### src/rtl/serial_shift_sequencer_pkg.sv
// Shared constants for the serial shift sequencer: FSM state encodings and a
// bit-counter helper.
package serial_shift_sequencer_pkg;

  localparam logic [1:0] S_IDLE  = 2'd0;
  localparam logic [1:0] S_SHIFT = 2'd1;
  localparam logic [1:0] S_DONE  = 2'd2;

  // True when the counter points at the final (LSB) bit of a WIDTH-bit word.
  function automatic logic is_last_bit(input int unsigned cnt, input int unsigned width);
    return cnt == (width - 1);
  endfunction

endpackage

### src/rtl/serial_shift_sequencer_if.sv
// Producer/consumer bus for the serial shift sequencer: word request in,
// serial bit stream and status out.
interface serial_shift_sequencer_if #(
  parameter int WIDTH = 8
);
  localparam int CNT_W = $clog2(WIDTH);

  logic             start;
  logic [WIDTH-1:0] data_in;
  logic             pause;
  logic             sout;
  logic             sout_valid;
  logic             busy;
  logic             done;
  logic [CNT_W-1:0] bit_cnt;

  modport master (
    output start, data_in, pause,
    input  sout, sout_valid, busy, done, bit_cnt
  );

  modport slave (
    input  start, data_in, pause,
    output sout, sout_valid, busy, done, bit_cnt
  );
endinterface

### src/rtl/serial_shift_sequencer_nbit_shift_reg.sv
// WIDTH-bit parallel-load register with left shift and zero fill.
// Load wins over shift when both are requested.
module nbit_shift_reg #(
  parameter int WIDTH = 8
) (
  input  logic             clk,
  input  logic             rst,
  input  logic             ld,
  input  logic             sh,
  input  logic [WIDTH-1:0] d,
  output logic [WIDTH-1:0] q
);

  always_ff @(posedge clk) begin
    if (rst)     q <= '0;
    else if (ld) q <= d;
    else if (sh) q <= {q[WIDTH-2:0], 1'b0};
  end

endmodule

### src/rtl/serial_shift_sequencer.sv
// Parallel-in/serial-out sequencer: loads a word on start, shifts it out MSB
// first with optional pause, then pulses done for one cycle.
module serial_shift_sequencer
  import serial_shift_sequencer_pkg::*;
#(
  parameter int WIDTH = 8
) (
  input logic                    clk,
  input logic                    rst,
  serial_shift_sequencer_if.slave bus
);

  localparam int CNT_W = $clog2(WIDTH);

  logic [1:0]       state;
  logic [CNT_W-1:0] cnt;
  logic [WIDTH-1:0] q;
  logic             ld;
  logic             sh;
  logic             last;

  assign ld   = (state == S_IDLE) && bus.start;
  assign sh   = (state == S_SHIFT) && !bus.pause;
  assign last = is_last_bit(32'(cnt), WIDTH);

  always_ff @(posedge clk) begin
    if (rst) begin
      state <= S_IDLE;
      cnt   <= '0;
    end else begin
      case (state)
        S_IDLE: begin
          if (bus.start) begin
            state <= S_SHIFT;
            cnt   <= '0;
          end
        end
        S_SHIFT: begin
          if (!bus.pause) begin
            if (last) begin
              state <= S_DONE;
              cnt   <= '0;
            end else begin
              cnt <= cnt + 1'b1;
            end
          end
        end
        S_DONE:  state <= S_IDLE;
        default: state <= S_IDLE;
      endcase
    end
  end

  nbit_shift_reg #(.WIDTH(WIDTH)) u_sreg (
    .clk (clk),
    .rst (rst),
    .ld  (ld),
    .sh  (sh),
    .d   (bus.data_in),
    .q   (q)
  );

  // All outputs decode registered state only; no input reaches them combinationally.
  assign bus.sout       = q[WIDTH-1];
  assign bus.sout_valid = (state == S_SHIFT);
  assign bus.busy       = (state != S_IDLE);
  assign bus.done       = (state == S_DONE);
  assign bus.bit_cnt    = cnt;

endmodule

### src/flat_wrapper.sv
// flat-port wrapper written by rule: the top's interface ports become plain ports
module serial_shift_sequencer_flat import serial_shift_sequencer_pkg::*;
#(
  parameter int WIDTH = 8
)
  (clk, rst, bus_start, bus_data_in, bus_pause, bus_sout, bus_sout_valid, bus_busy, bus_done, bus_bit_cnt);
  serial_shift_sequencer_if #(.WIDTH(WIDTH)) bus_i ();
  input logic clk;
  input logic rst;
  input wire logic [$bits(bus_i.start)-1:0] bus_start;
  input wire logic [$bits(bus_i.data_in)-1:0] bus_data_in;
  input wire logic [$bits(bus_i.pause)-1:0] bus_pause;
  output wire logic [$bits(bus_i.sout)-1:0] bus_sout;
  output wire logic [$bits(bus_i.sout_valid)-1:0] bus_sout_valid;
  output wire logic [$bits(bus_i.busy)-1:0] bus_busy;
  output wire logic [$bits(bus_i.done)-1:0] bus_done;
  output wire logic [$bits(bus_i.bit_cnt)-1:0] bus_bit_cnt;
  assign bus_i.start = bus_start;
  assign bus_i.data_in = bus_data_in;
  assign bus_i.pause = bus_pause;
  assign bus_sout = bus_i.sout;
  assign bus_sout_valid = bus_i.sout_valid;
  assign bus_busy = bus_i.busy;
  assign bus_done = bus_i.done;
  assign bus_bit_cnt = bus_i.bit_cnt;
  serial_shift_sequencer #(.WIDTH(WIDTH)) u_core (.clk(clk), .rst(rst), .bus(bus_i));
endmodule
### config.mk
export PLATFORM = sky130hd
export DESIGN_NAME = serial_shift_sequencer_flat
export DESIGN_NICKNAME = d
export VERILOG_FILES = /design/src/rtl/serial_shift_sequencer_pkg.sv /design/src/rtl/serial_shift_sequencer_if.sv /design/src/rtl/serial_shift_sequencer_nbit_shift_reg.sv /design/src/rtl/serial_shift_sequencer.sv /design/src/flat_wrapper.sv
export SDC_FILE = /design/constraint.sdc
export NUM_CORES = 1
export LEC_CHECK = 0
export CAP_MARGIN = 20
export CORE_UTILIZATION = 48
export DETAILED_ROUTE_END_ITERATION = 10
export GPL_TIMING_DRIVEN = 0
export HOLD_SLACK_MARGIN = 0.03
export PLACE_DENSITY_LB_ADDON = 0.2
export SETUP_SLACK_MARGIN = 0.05
export SLEW_MARGIN = 5
export SYNTH_ARGS = -nofsm -noshare
export SYNTH_HDL_FRONTEND = slang
export SYNTH_HIERARCHICAL = 1
export SYNTH_SLANG_ARGS = --single-unit
### constraint.sdc
create_clock -name clk -period 4.2 [get_ports clk]
set_input_delay 0.84 -clock clk [delete_from_list [all_inputs] [get_ports clk]]
set_output_delay 0.84 -clock clk [all_outputs]
set_load 0.03 [all_outputs]
==> impl_results.md <==
- Outcome: complete, no violations
- Min cycle time layout: 2.42 ns
- DR iter-0 viols: 9
- Max Cap Violations: 0
- First-pass GRT wire length: 1840 microns
- Tcrit/Tclk final: 57.6%
- Mapped Area: 666 sq um
- Clock skew: 0.00174 ns
- Hold Worst Slack: 0.500 ns
- GP Congestion: 0.715
- Req. time, crit path: 3.36 ns
- Post-Syn Area per Cell: 10.2 sq um
- Wire per inst: 11.6 microns
- Peak VDD IR: 0.159 mV
- Ys Warns: 6
- R2r endpoint: u_core/u_sreg/q[1]$_SDFFE_PP0P_
- Hold Crit Class: flip-flop to flip-flop
- Slew headroom: 65.0%
- CP Launch Type: flip-flop
- Total power: 0.265 mW
- Htree depth: 1
- Net count, final: 102
- Clock transition at the registers of the reported paths: 0.08 ns
- Vias/cell: 5.22
- Worst Reg-to-Reg Cells: 4
- Number of core rows: 13
- Crit Path Max Fanout: 7
- Cells after Synth: 65
- Largest net degree at the start of global routing: 11
- Clock Tree Root: clkbuf_4
- Die Wd: 39.2 microns
- CP Data Arrival Time: 1.58 ns
- Library cells used by synthesis: 24
- CP endpoint kind: primary output
- Met3 Wirelength: 52 microns
- Diode count: 0
- Start point of the critical path: u_core/state[0]$_SDFFE_PP0P_
- DRT Pass-1 Iters: 4
- Die Y: 39.2 microns
- CTS tree: built
- Achievable Freq: 0.413 GHz
- Clock Tree Buf Depth: 2
- Setup TNS: 0 ns
- Via count of the first global-routing pass: 455
- Area leader, netlist: dfxtp_1
- Pwr/cell area: 298 nW/um^2
- Final Hold Vio Count: 0
- # clock sinks: 13
- Share of the synthesized area in the top cell type: 39.1%
- DRT met1 WL: 570 microns
- Post-CTS sizing: 0
- Crit path kind: flip-flop to primary output
- Hold Crit Endpoint: u_core/bus.bit_cnt[1]$_SDFFE_PP0P_
- Seq cells post-synth: 13
- Hold depth: 2
- DRC errors left: 0
- Top Ports: 19
- Max Used Layer: met3
- Clock Latency Late Sink: 0.27 ns
- Core Box Area: 1300 sq um
- Hold Crit Start: u_core/bus.bit_cnt[1]$_SDFFE_PP0P_
- WL met2: 558 microns
- Post-layout util: 68.5%
- WL final: 1180 microns
- Die area: 1540 sq um
- Final ANT Viol Nets: 0
- Total CTS buffers: 3
- Layout area overhead: 33.8%
- Final setup violation count: 0
- Post-CTS setup buffers: 0
- Reg-to-reg setup timing slack: 2.49 ns
- Unrepaired setup endpoints after global routing: false
- Via count: 532
- Starting density of the core: 51.2%
- Mapped Nets: 79
- Port Buf Inserts: 18
- Slew @ Worst Pin: 0.524 ns
- Cts hold-fix bufs: 0
- Pleak: 0.339 nW
- Sequential area share after synthesis: 39.1%
- RR Startpoint: u_core/state[1]$_SDFFE_PP0P_
- Total global-route track usage: 17.9%
- Layout cell share with drive strength beyond 1: 11.5%
- Ranking of synthesized cells by area: dfxtp_1 (39%), mux2i_1 (15%), a211oi_1 (7.9%), nor2b_1 (6.6%), ha_1 (3.8%)
- Slew Limit Fails: 0
- GRT overflow: 0
- Initial antenna violation count: 0
-- cell families after synthesis --
family          count (synthesis)  share of synthesized area [%]
compound gates                 10                           12.0
buf+inv                         5                           4.89
mux                            10                           15.0
fa+ha+maj                       2                           3.76
flops                          13                           39.1
simple gates                   25                           25.2
-- sequential cells by signal, summed over array words and instances (netlist names) --
| name | cells |
|---|---|
| u_core/bus.bit_cnt | 3 |
| u_core/u_sreg/q | 8 |
| u_core/state | 2 |
-- layout make-up --
type,instances,area [sq um]
Multi-Input combinational cell,47,373
Inverter,3,11.3
Tap cell,15,18.8
Clock buffer,4,26.3
Sequential cell,13,260
Fill cell,115,410
Timing Repair Buffer,18,180
Buffer,2,21.3
-- cells in the final DEF, fill, tap and decap left out --
master / n
nand3b_1: 2
a21oi_4: 1
inv_1: 3
or4_1: 1
clkbuf_4: 3
mux2i_1: 10
nand2b_1: 3
nand2b_2: 1
or2_2: 1
nor2b_1: 7
a21oi_1: 1
and2b_2: 1
or3b_1: 1
nand2b_4: 1
o22ai_1: 1
clkbuf_1: 1
dfxtp_1: 13
nor2_1: 2
nand2_1: 2
nor4b_1: 1
ha_1: 2
buf_6: 1
or2b_1: 1
nor3_1: 1
clkdlybuf4s50_1: 18
clkdlybuf4s18_2: 1
a211oi_1: 7
-- cell usage after synthesis, drive strengths merged --
| cell | n |
|---|---|
| dfxtp | 13 |
| mux2i | 10 |
| a211oi | 7 |
| nor2b | 7 |
| nand2b | 5 |
| inv | 3 |
| a21oi | 2 |
| ha | 2 |
| nand2 | 2 |
| nand3b | 2 |
| nor2 | 2 |
| and2b | 1 |
| buf | 1 |
| clkdlybuf4s18 | 1 |
| nor3 | 1 |
| nor4b | 1 |
| o22ai | 1 |
| or2 | 1 |
| or2b | 1 |
| or3b | 1 |
| or4 | 1 |
-- per-layer routing --
| layer | up-vias | track usage, % |
|---|---|---|
| li1 | 273 | - |
| met1 | 247 | 22.8 |
| met2 | 12 | 27.5 |
| met3 | 0 | 5.20 |
| met4 | 0 | 7.76 |
| met5 | - | 0 |
-- how the worst max path moves through the flow --
stage                                            to  slack, ns  depth (start not counted)
CTS                                  bus_sout_valid       1.77                          3
floorplan           u_core/u_sreg/q[1]$_SDFFE_PP0P_       2.63                          4
finish                               bus_sout_valid       1.78                          3
global route                         bus_sout_valid       1.69                          3
detailed placement  u_core/u_sreg/q[2]$_SDFFE_PP0P_       1.75                          5
global placement    u_core/u_sreg/q[7]$_SDFFE_PP0P_       1.76                          5
-- critical path: stages, from the launching register on --
cell and delay, ns:
dfxtp_1 0.45, nand2b_4 0.09, inv_1 0.10, clkdlybuf4s50_1 0.67
-- report_power, final --
part           switching, mW  leakage [nW]  total, mW  internal, mW
sequential           0.00482         0.107      0.136         0.131
clock                 0.0383        0.0150     0.0750        0.0367
combinational         0.0247         0.217     0.0545        0.0298
-- per-stage QoR --
step	cell area (sq um)	worst slack, ns	instances
floorplan	666	2.63	65
global placement	865	1.76	98
detailed placement	865	1.75	98
CTS	891	1.77	102
global route	891	1.69	102
finish	891	1.78	102
Power figures use the tool's default switching activity.
